<file path="src/rtl/gc_eval_gate.sv">
// gc_eval_gate: evaluator-side half-gates engine with free-XOR.
//
// Takes one gate descriptor at a time (gate code, two active input labels,
// two garbled-table rows) and produces the active output label. XOR-class
// gates are resolved locally in one cycle. AND-class gates issue two hash
// requests (label a, tweak 2j; label b, tweak 2j+1, j = num_and) to an
// external fixed-key hash unit, then combine the in-order responses with the
// table rows.
//
// Ports:
//   clk, rst          clock, synchronous active-high reset
//   g_valid/g_ready   descriptor handshake; g_logic, gid, in0_label,
//                     in1_label, t0 (TG row), t1 (TE row)
//   h_req_*           hash request (valid/ready, label, tweak)
//   h_resp_*          hash response (valid, data), in request order
//   o_valid/o_ready   output handshake; o_gid, o_label
//   num_and           number of AND-class gates evaluated (wraps mod 2^S)
//   err               sticky: a hash response arrived when none was expected
//
// Gate codes are the 4-bit truth table of f(a,b), bit index {a,b}:
// XOR=0110, XNOR=1001, NOT(a)=0011; every other code is AND-class.
module gc_eval_gate #(
  parameter int S = 20,
  parameter int K = 128
) (
  input  logic         clk,
  input  logic         rst,
  input  logic         g_valid,
  output logic         g_ready,
  input  logic [3:0]   g_logic,
  input  logic [S-1:0] gid,
  input  logic [K-1:0] in0_label,
  input  logic [K-1:0] in1_label,
  input  logic [K-1:0] t0,
  input  logic [K-1:0] t1,
  output logic         h_req_valid,
  input  logic         h_req_ready,
  output logic [K-1:0] h_req_label,
  output logic [S:0]   h_req_tweak,
  input  logic         h_resp_valid,
  input  logic [K-1:0] h_resp_data,
  output logic         o_valid,
  input  logic         o_ready,
  output logic [S-1:0] o_gid,
  output logic [K-1:0] o_label,
  output logic [S-1:0] num_and,
  output logic         err
);

  localparam logic [3:0] XORGATE  = 4'b0110;
  localparam logic [3:0] XNORGATE = 4'b1001;
  localparam logic [3:0] NOTGATE  = 4'b0011;

  typedef enum logic [2:0] {IDLE, REQ_A, REQ_B, WAIT, OUT} state_t;

  state_t       state, state_nx;
  logic [K-1:0] a_q, b_q, t0_q, t1_q, ha_q, hb_q;
  logic         is_and_q;
  logic [1:0]   resp_cnt;

  logic         is_xor_in;
  logic         resp_ok;
  logic         resp_bad;
  logic         and_done;
  logic [K-1:0] hb_eff;
  logic [K-1:0] and_label;

  // Response bookkeeping and the AND-class output label.
  always_comb begin
    is_xor_in = (g_logic == XORGATE) || (g_logic == XNORGATE) ||
                (g_logic == NOTGATE);
    resp_ok   = h_resp_valid && ((state == REQ_B) || (state == WAIT)) &&
                (resp_cnt != 2'd2);
    resp_bad  = h_resp_valid && !resp_ok;
    // The second response may land in the very cycle we leave WAIT, so the
    // combine uses it directly instead of the not-yet-written hb_q.
    and_done  = (resp_cnt == 2'd2) || ((resp_cnt == 2'd1) && resp_ok);
    hb_eff    = ((resp_cnt == 2'd1) && resp_ok) ? h_resp_data : hb_q;
    and_label = ha_q ^ (a_q[0] ? t0_q : '0) ^
                hb_eff ^ (b_q[0] ? (t1_q ^ a_q) : '0);
  end

  // Next state and handshake outputs.
  always_comb begin
    // NOTE: every output of this block gets a default first so that no path
    // leaves a signal unassigned, which would otherwise infer a latch.
    state_nx    = state;
    g_ready     = 1'b0;
    h_req_valid = 1'b0;
    h_req_label = a_q;
    h_req_tweak = {num_and, 1'b0};
    o_valid     = 1'b0;
    unique case (state)
      IDLE: begin
        // rst gating keeps the port low during the reset cycle itself.
        g_ready = !rst;
        if (g_valid) state_nx = is_xor_in ? OUT : REQ_A;
      end
      REQ_A: begin
        h_req_valid = 1'b1;
        if (h_req_ready) state_nx = REQ_B;
      end
      REQ_B: begin
        h_req_valid = 1'b1;
        h_req_label = b_q;
        h_req_tweak = {num_and, 1'b1};
        if (h_req_ready) state_nx = WAIT;
      end
      WAIT: begin
        if (and_done) state_nx = OUT;
      end
      OUT: begin
        o_valid = 1'b1;
        if (o_ready) state_nx = IDLE;
      end
      default: state_nx = IDLE;
    endcase
  end

  // NOTE: sequential state uses non-blocking assignments only, so every
  // register samples pre-edge values regardless of statement order.
  always_ff @(posedge clk) begin
    if (rst) begin
      state    <= IDLE;
      a_q      <= '0;
      b_q      <= '0;
      t0_q     <= '0;
      t1_q     <= '0;
      ha_q     <= '0;
      hb_q     <= '0;
      is_and_q <= 1'b0;
      resp_cnt <= 2'd0;
      o_gid    <= '0;
      o_label  <= '0;
      num_and  <= '0;
      err      <= 1'b0;
    end else begin
      state <= state_nx;
      if (resp_bad) err <= 1'b1;
      if (resp_ok) begin
        resp_cnt <= resp_cnt + 2'd1;
        if (resp_cnt == 2'd0) ha_q <= h_resp_data;
        else                  hb_q <= h_resp_data;
      end
      unique case (state)
        IDLE: begin
          if (g_valid) begin
            a_q      <= in0_label;
            b_q      <= in1_label;
            t0_q     <= t0;
            t1_q     <= t1;
            is_and_q <= !is_xor_in;
            o_gid    <= gid;
            // Free-XOR: inversion is folded in by the garbler.
            if (is_xor_in) o_label <= in0_label ^ in1_label;
          end
        end
        WAIT: begin
          if (and_done) o_label <= and_label;
        end
        OUT: begin
          if (o_ready) begin
            resp_cnt <= 2'd0;
            if (is_and_q) num_and <= num_and + {{(S-1){1'b0}}, 1'b1};
          end
        end
        default: ;
      endcase
    end
  end

endmodule

</file>
<file path="config.mk">
export PLATFORM = sky130hd
export DESIGN_NAME = gc_eval_gate
export DESIGN_NICKNAME = d
export VERILOG_FILES = /design/src/rtl/gc_eval_gate.sv
export SDC_FILE = /design/constraint.sdc
export NUM_CORES = 2
export LEC_CHECK = 0
export ABC_AREA = 1
export CORE_ASPECT_RATIO = 0.75
export CORE_MARGIN = 2
export CORE_UTILIZATION = 30
export CTS_BUF_LIST = sky130_fd_sc_hd__clkbuf_8
export DETAILED_ROUTE_END_ITERATION = 12
export PLACE_DENSITY = 0.57
export SLEW_MARGIN = 30
export SYNTH_ARGS = -nofsm -noshare
export SYNTH_HDL_FRONTEND = slang
export SYNTH_SLANG_ARGS = --single-unit
</file>
<file path="constraint.sdc">
create_clock -name clk -period 2.4 [get_ports clk]
set_input_delay 0.48 -clock clk [delete_from_list [all_inputs] [get_ports clk]]
set_output_delay 0.48 -clock clk [all_outputs]
set_load 0.005 [all_outputs]
</file>
# Yosys cells after proc, flatten, opt, wreduce, memory -nomap -nowiden
# Cells that the tools add are included.
# W data, S select, Z words.
op_classes:
  n_addsub: 2
  eq_ne: 16
  n_mux: 22
  n_bitwise: 6
  reduce_logical: 21
op_table:
  columns: ["operator", "n"]
  rows:
  - ["$mux W128", 7]
  - ["$xor A128 B128 Y128", 5]
  - ["$pmux W128 S2", 1]
  - ["$add A20 B1 Y20 const B", 1]
  - ["$mux W3", 6]
  - ["$pmux W3 S5", 1]
  - ["$ne A2 B2 Y1 const B", 7]
  - ["$eq A3 B2 Y1 const B", 2]
  - ["$mux W2", 3]
  - ["$reduce_and A2 Y1", 3]
  - ["$reduce_and A5 Y1", 1]
  - ["$eq A4 B2 Y1 const B", 1]
  - ["$eq A4 B3 Y1 const B", 1]
  - ["$eq A4 B4 Y1 const B", 1]
  - ["$logic_and A1 B1 Y1", 4]
  - ["$logic_or A1 B1 Y1", 4]
  - ["$mux W1", 4]
  - ["$reduce_and A4 Y1", 1]
  - ["$eq A3 B1 Y1 const B", 1]
  - ["$eq A3 B3 Y1 const B", 1]
  - ["$logic_not A1 Y1", 3]
  - ["$logic_not A3 Y1", 1]
  - ["$reduce_and A3 Y1", 1]
  - ["$add A2 B1 Y2 const B", 1]
  - ["other kinds (6)", 6]
totals:
  regBits: 943
  in_bits: 670

# Depth between registers and ports, before layout
depth:
  depth_word: 10
  depth_mapped: 12

# Worst setup path before layout
# OpenSTA, ideal clock, no wires.
synth_timing:
  kind: "reg-to-output"
  start: "reg state[2]"
  end: "out h_req_label[100]"
  arrival_time_ps: 1347
  path_slack_ps: 573
  path_stages_with_launch: 7
  path_buffers: 2
  cell_sequence: "dfxtp_1 -> inv_2 -> nand3_1 -> clkbuf_1 -> clkbuf_1 -> nand2_1 -> o21ai_0"
synth_via:
  elab_chain_cells: 2
synth_lines:
  columns: ["element", "line_no", "source"]
  rows:
  - ["start, declared", "56", "state_t state, state_nx;"]
  - ["start signal, assigned", "138", "state <= state_nx;"]
  - ["$eq A3 B2 Y1", "93", "unique case (state)"]
  - ["$mux W128", "93", null]
  - ["end, declared", "38", "output logic [K-1:0] h_req_label,"]
# Every way passes these cells.

# Worst setup path after layout
layout_timing:
  start: "reg state[2]"
  end: "out h_req_label[6]"
# The elaborated chain is that of the path after synthesis.

==> run summary <==
After detailed routing, the average wire length per cell comes to 20.5 um. Class of the worst hold path: input pin to flip-flop. The tools report the worst endpoint required time as 1.92 ns. After detailed routing, the total wire length is 222,000 um.

Counting every sink on the clock net gives 943. Port buffering added 990 buffers. Data on the critical path arrives at its endpoint at 2.39 ns. The proportion of synthesized flip-flops having asynchronous set or reset came out at 0. The period utilization was 1.20. The smallest clock period supported by the final layout is computed as 2.87 ns. Compared with the post-synthesis result, the final layout area differs by 39.9%. For this run, the leading register cell type out of synthesis is dfxtp_1. The critical path starts at state[2]. The synthesized design contains 0 enable-type register cells. The run gives 0 as the count of final hold-check violations. Setup repair after global routing could not meet its margin everywhere. Starting DRC count in detailed routing: 5,006. The global-route congestion overflow total was 0; the transition time at the pin with the least slew margin was 1.15 ns. The post-layout worst setup margin came out at -0.470 ns.

For the number of design rule violations left after detail routing, the log shows 0. The tools report the count of final max-slew check failures as 0. TritonCTS built the clock tree. The run gives 168 as the TritonCTS buffer count. The detail route stage leaves a number of antenna-violating nets equal to 0. Worst clock skew: 0.0511 ns. The flow ran to the end, but the final reports show violations. Based on the critical path, the design can be clocked at up to 348 MHz.

The area inside the core boundary was 160,000 um^2; the clock latency of the later-clocked register in the worst-skew pair was 0.92 ns. In this run, distinct cell masters in the synthesized netlist total 28. The power per unit of standard cell area was 885 nW/um^2; the floorplan die area was 164,000 um^2. The CTS clock-pin slew for the worst setup and hold paths is 0.06 ns. At the end of the flow, the number of nets in the layout was 9,183. Hold is met by 0.121 ns.

The cell taking the most area after synthesis was dfxtp_1. The logs give 0.253 for the overall fraction of global-route tracks in use and 127 for the placement row count. The final reports fail on negative setup slack. The setup-violating endpoint count in the final report was 136; the height of the die was 351 um.

Worst-path maximum fanout: 6. The type of element launching the critical path was a flip-flop. Cell with the most instances after synthesis: nand2_1. In the final timing run, aggregate negative setup slack is -41.78 ns. The run gives 0.233 as the worst slew margin relative to its limit. The longest clock path from root to sink contains 3 buffers. By area the synthesized netlist is led by dfxtp_1, nand2_1, a21oi_1. The fraction of layout instances using a drive strength above 1 came out at 0.113. The count of yosys warnings during synthesis came out at 0.

Via count of the first global-routing pass: 48,225. The worst register-to-register path begins at state[1]. The net count after synthesis is 8,183, and the leakage component of the power is 0.0268 uW. The commonest cells after synthesis are nand2_1, a21oi_1, dfxtp_1. Post-synthesis cell count: 7,509.

The post-synthesis average cell area came out at 6.41 um^2. Across the VDD grid, the largest voltage drop is 0.618 mV. The tools report the starting density of the core as 0.302.

The hold path startpoint was gid[11]. The initial antenna violation count is 54, and the total of max-cap violations is 0. The flip-flop and latch count after synthesis was 943.

The tools report the master cell of the clock root buffer as clkbuf_8. The first-pass GRT wire length is 314,000 um, and the mapped cell area is 48,100 um^2. The sequential-to-total area share from yosys stat is 0.392, and the die width is 467 um.

STA classifies the critical path endpoint as an output port. The portion of synthesized cell area occupied by the leading cell type came out at 0.392. The critical path in this run is classified as flip-flop to output port. Detailed placement ended at an HPWL of 159,000 um.

The final route contains 54,085 vias. The first-pass detailed-route iteration total is 8, and the routed via count divided by cell count is 5.01. The run gives 166 as the pin count of the biggest net entering global routing. The congestion estimate from routability-driven global placement came to 0.921. CTS built an H-tree with a depth of 4. After layout, the design draws a total of 59,600 uW. During I/O placement, the number of pins put on the boundary was 991.

The tools report the number of filler instances in the final layout as 16,254.
## state kept, by name, summed over array words and instances (netlist names)
register,count
a_q,128
b_q,128
err,1
ha_q,128
hb_q,128
is_and_q,1
num_and,20
o_gid,20
o_label,128
resp_cnt,2
state,3
t0_q,128
t1_q,128
## area by class of cell
type | count | area, um^2 | share of cell area
multi-input combinational | 5383 | 25600 | 0.380
sequential | 943 | 19000 | 0.282
timing repair buffer | 1341 | 14100 | 0.209
clock buffer | 216 | 2970 | 0.0441
tap | 2128 | 2660 | 0.0395
inverter | 672 | 2550 | 0.0379
clock inverter | 81 | 423 | 0.00628
antenna | 41 | 103 | 0.00152
## cells in the final DEF (no fill, tap or decap), types with 8 or more instances in the layout
master,n
o21ai_2,78
o21ai_4,34
nand4_1,132
diode_2,41
inv_1,723
o21ai_0,280
buf_12,99
dfxtp_2,12
dfxtp_1,912
nand2_4,38
clkbuf_8,216
nand2_1,2344
nand3_1,527
nand3b_1,128
buf_4,154
nand2_2,54
dfxtp_4,19
nor2_1,421
clkdlybuf4s50_1,812
xnor2_1,129
buf_8,22
clkbuf_16,11
dlygate4sd2_1,46
buf_16,8
buf_2,82
o21ai_1,127
a21oi_1,1064
buf_6,102
## per-stage QoR
step	instance area [um^2]	instances	utilization	setup WS, ns
2_1_floorplan	48100	7509	-	0.573
3_3_place_gp	61400	10351	0.385	-0.0772
3_5_place_dp	61400	10352	0.385	-0.0895
4_1_cts	65600	10694	0.411	-0.790
5_1_grt	67400	10800	0.422	-0.567
6_report	67400	10805	0.422	-0.470
## path summary, 6_finish.rpt
path	endpoint	slack [ns]	cells past startpoint
worst max-delay path	h_req_label[6]	-0.47	9
worst min-delay path	o_gid[11]	0.12	3
worst max register to register	t0_q[77]	-0.02	13
worst min register to register	hb_q[33]	0.44	2
## routing by layer
layer	GRT usage	up-vias	wire, um
met4	0.101	26	8280
met5	0	-	179
met2	0.377	1991	96000
met3	0.0478	393	16100
li1	-	26250	-
met1	0.357	25425	101000
## logic make-up (layout without fill, tap and decap cells)
kind of cell    after synthesis  in the layout  share of synthesized area
simple gates               3661           3661                      0.317
compound gates             1585           1585                      0.165
buf+inv                    1183           2310                      0.101
flops                       943            943                      0.392
xor+xnor                    133            133                     0.0242
fa+ha+maj                     4              4                    0.00104
other cells                   0             41                          0
## critical path, stage by stage (launching register included)
cell     delay [ns]
dfxtp_2        0.32
inv_2          0.07
nand3_4        0.11
buf_12         0.18
buf_12         0.15
buf_8          0.12
buf_6          0.12
buf_6          0.13
o21ai_2        0.15
buf_6          0.14
## repair_timing
action	in CTS	in global routing
endpoints found under the setup margin	223	140
hold buffers	1	0
endpoints found under the hold margin	1	0
setup buffers	50	68
gates resized for setup	790	427
pin swaps	13	20
cloned	4	14
## where the power goes
| group | leakage [uW] | total, uW | switching (uW) | internal (uW) |
|---|---|---|---|---|
| Clock | 0.00195 | 15600 | 7440 | 8160 |
| Sequential | 0.00772 | 20200 | 1980 | 18200 |
| Combinational | 0.0171 | 23800 | 13900 | 9920 |
| Total | 0.0268 | 59600 | 23300 | 36300 |
Note: power is estimated with default switching activity, not from simulation.
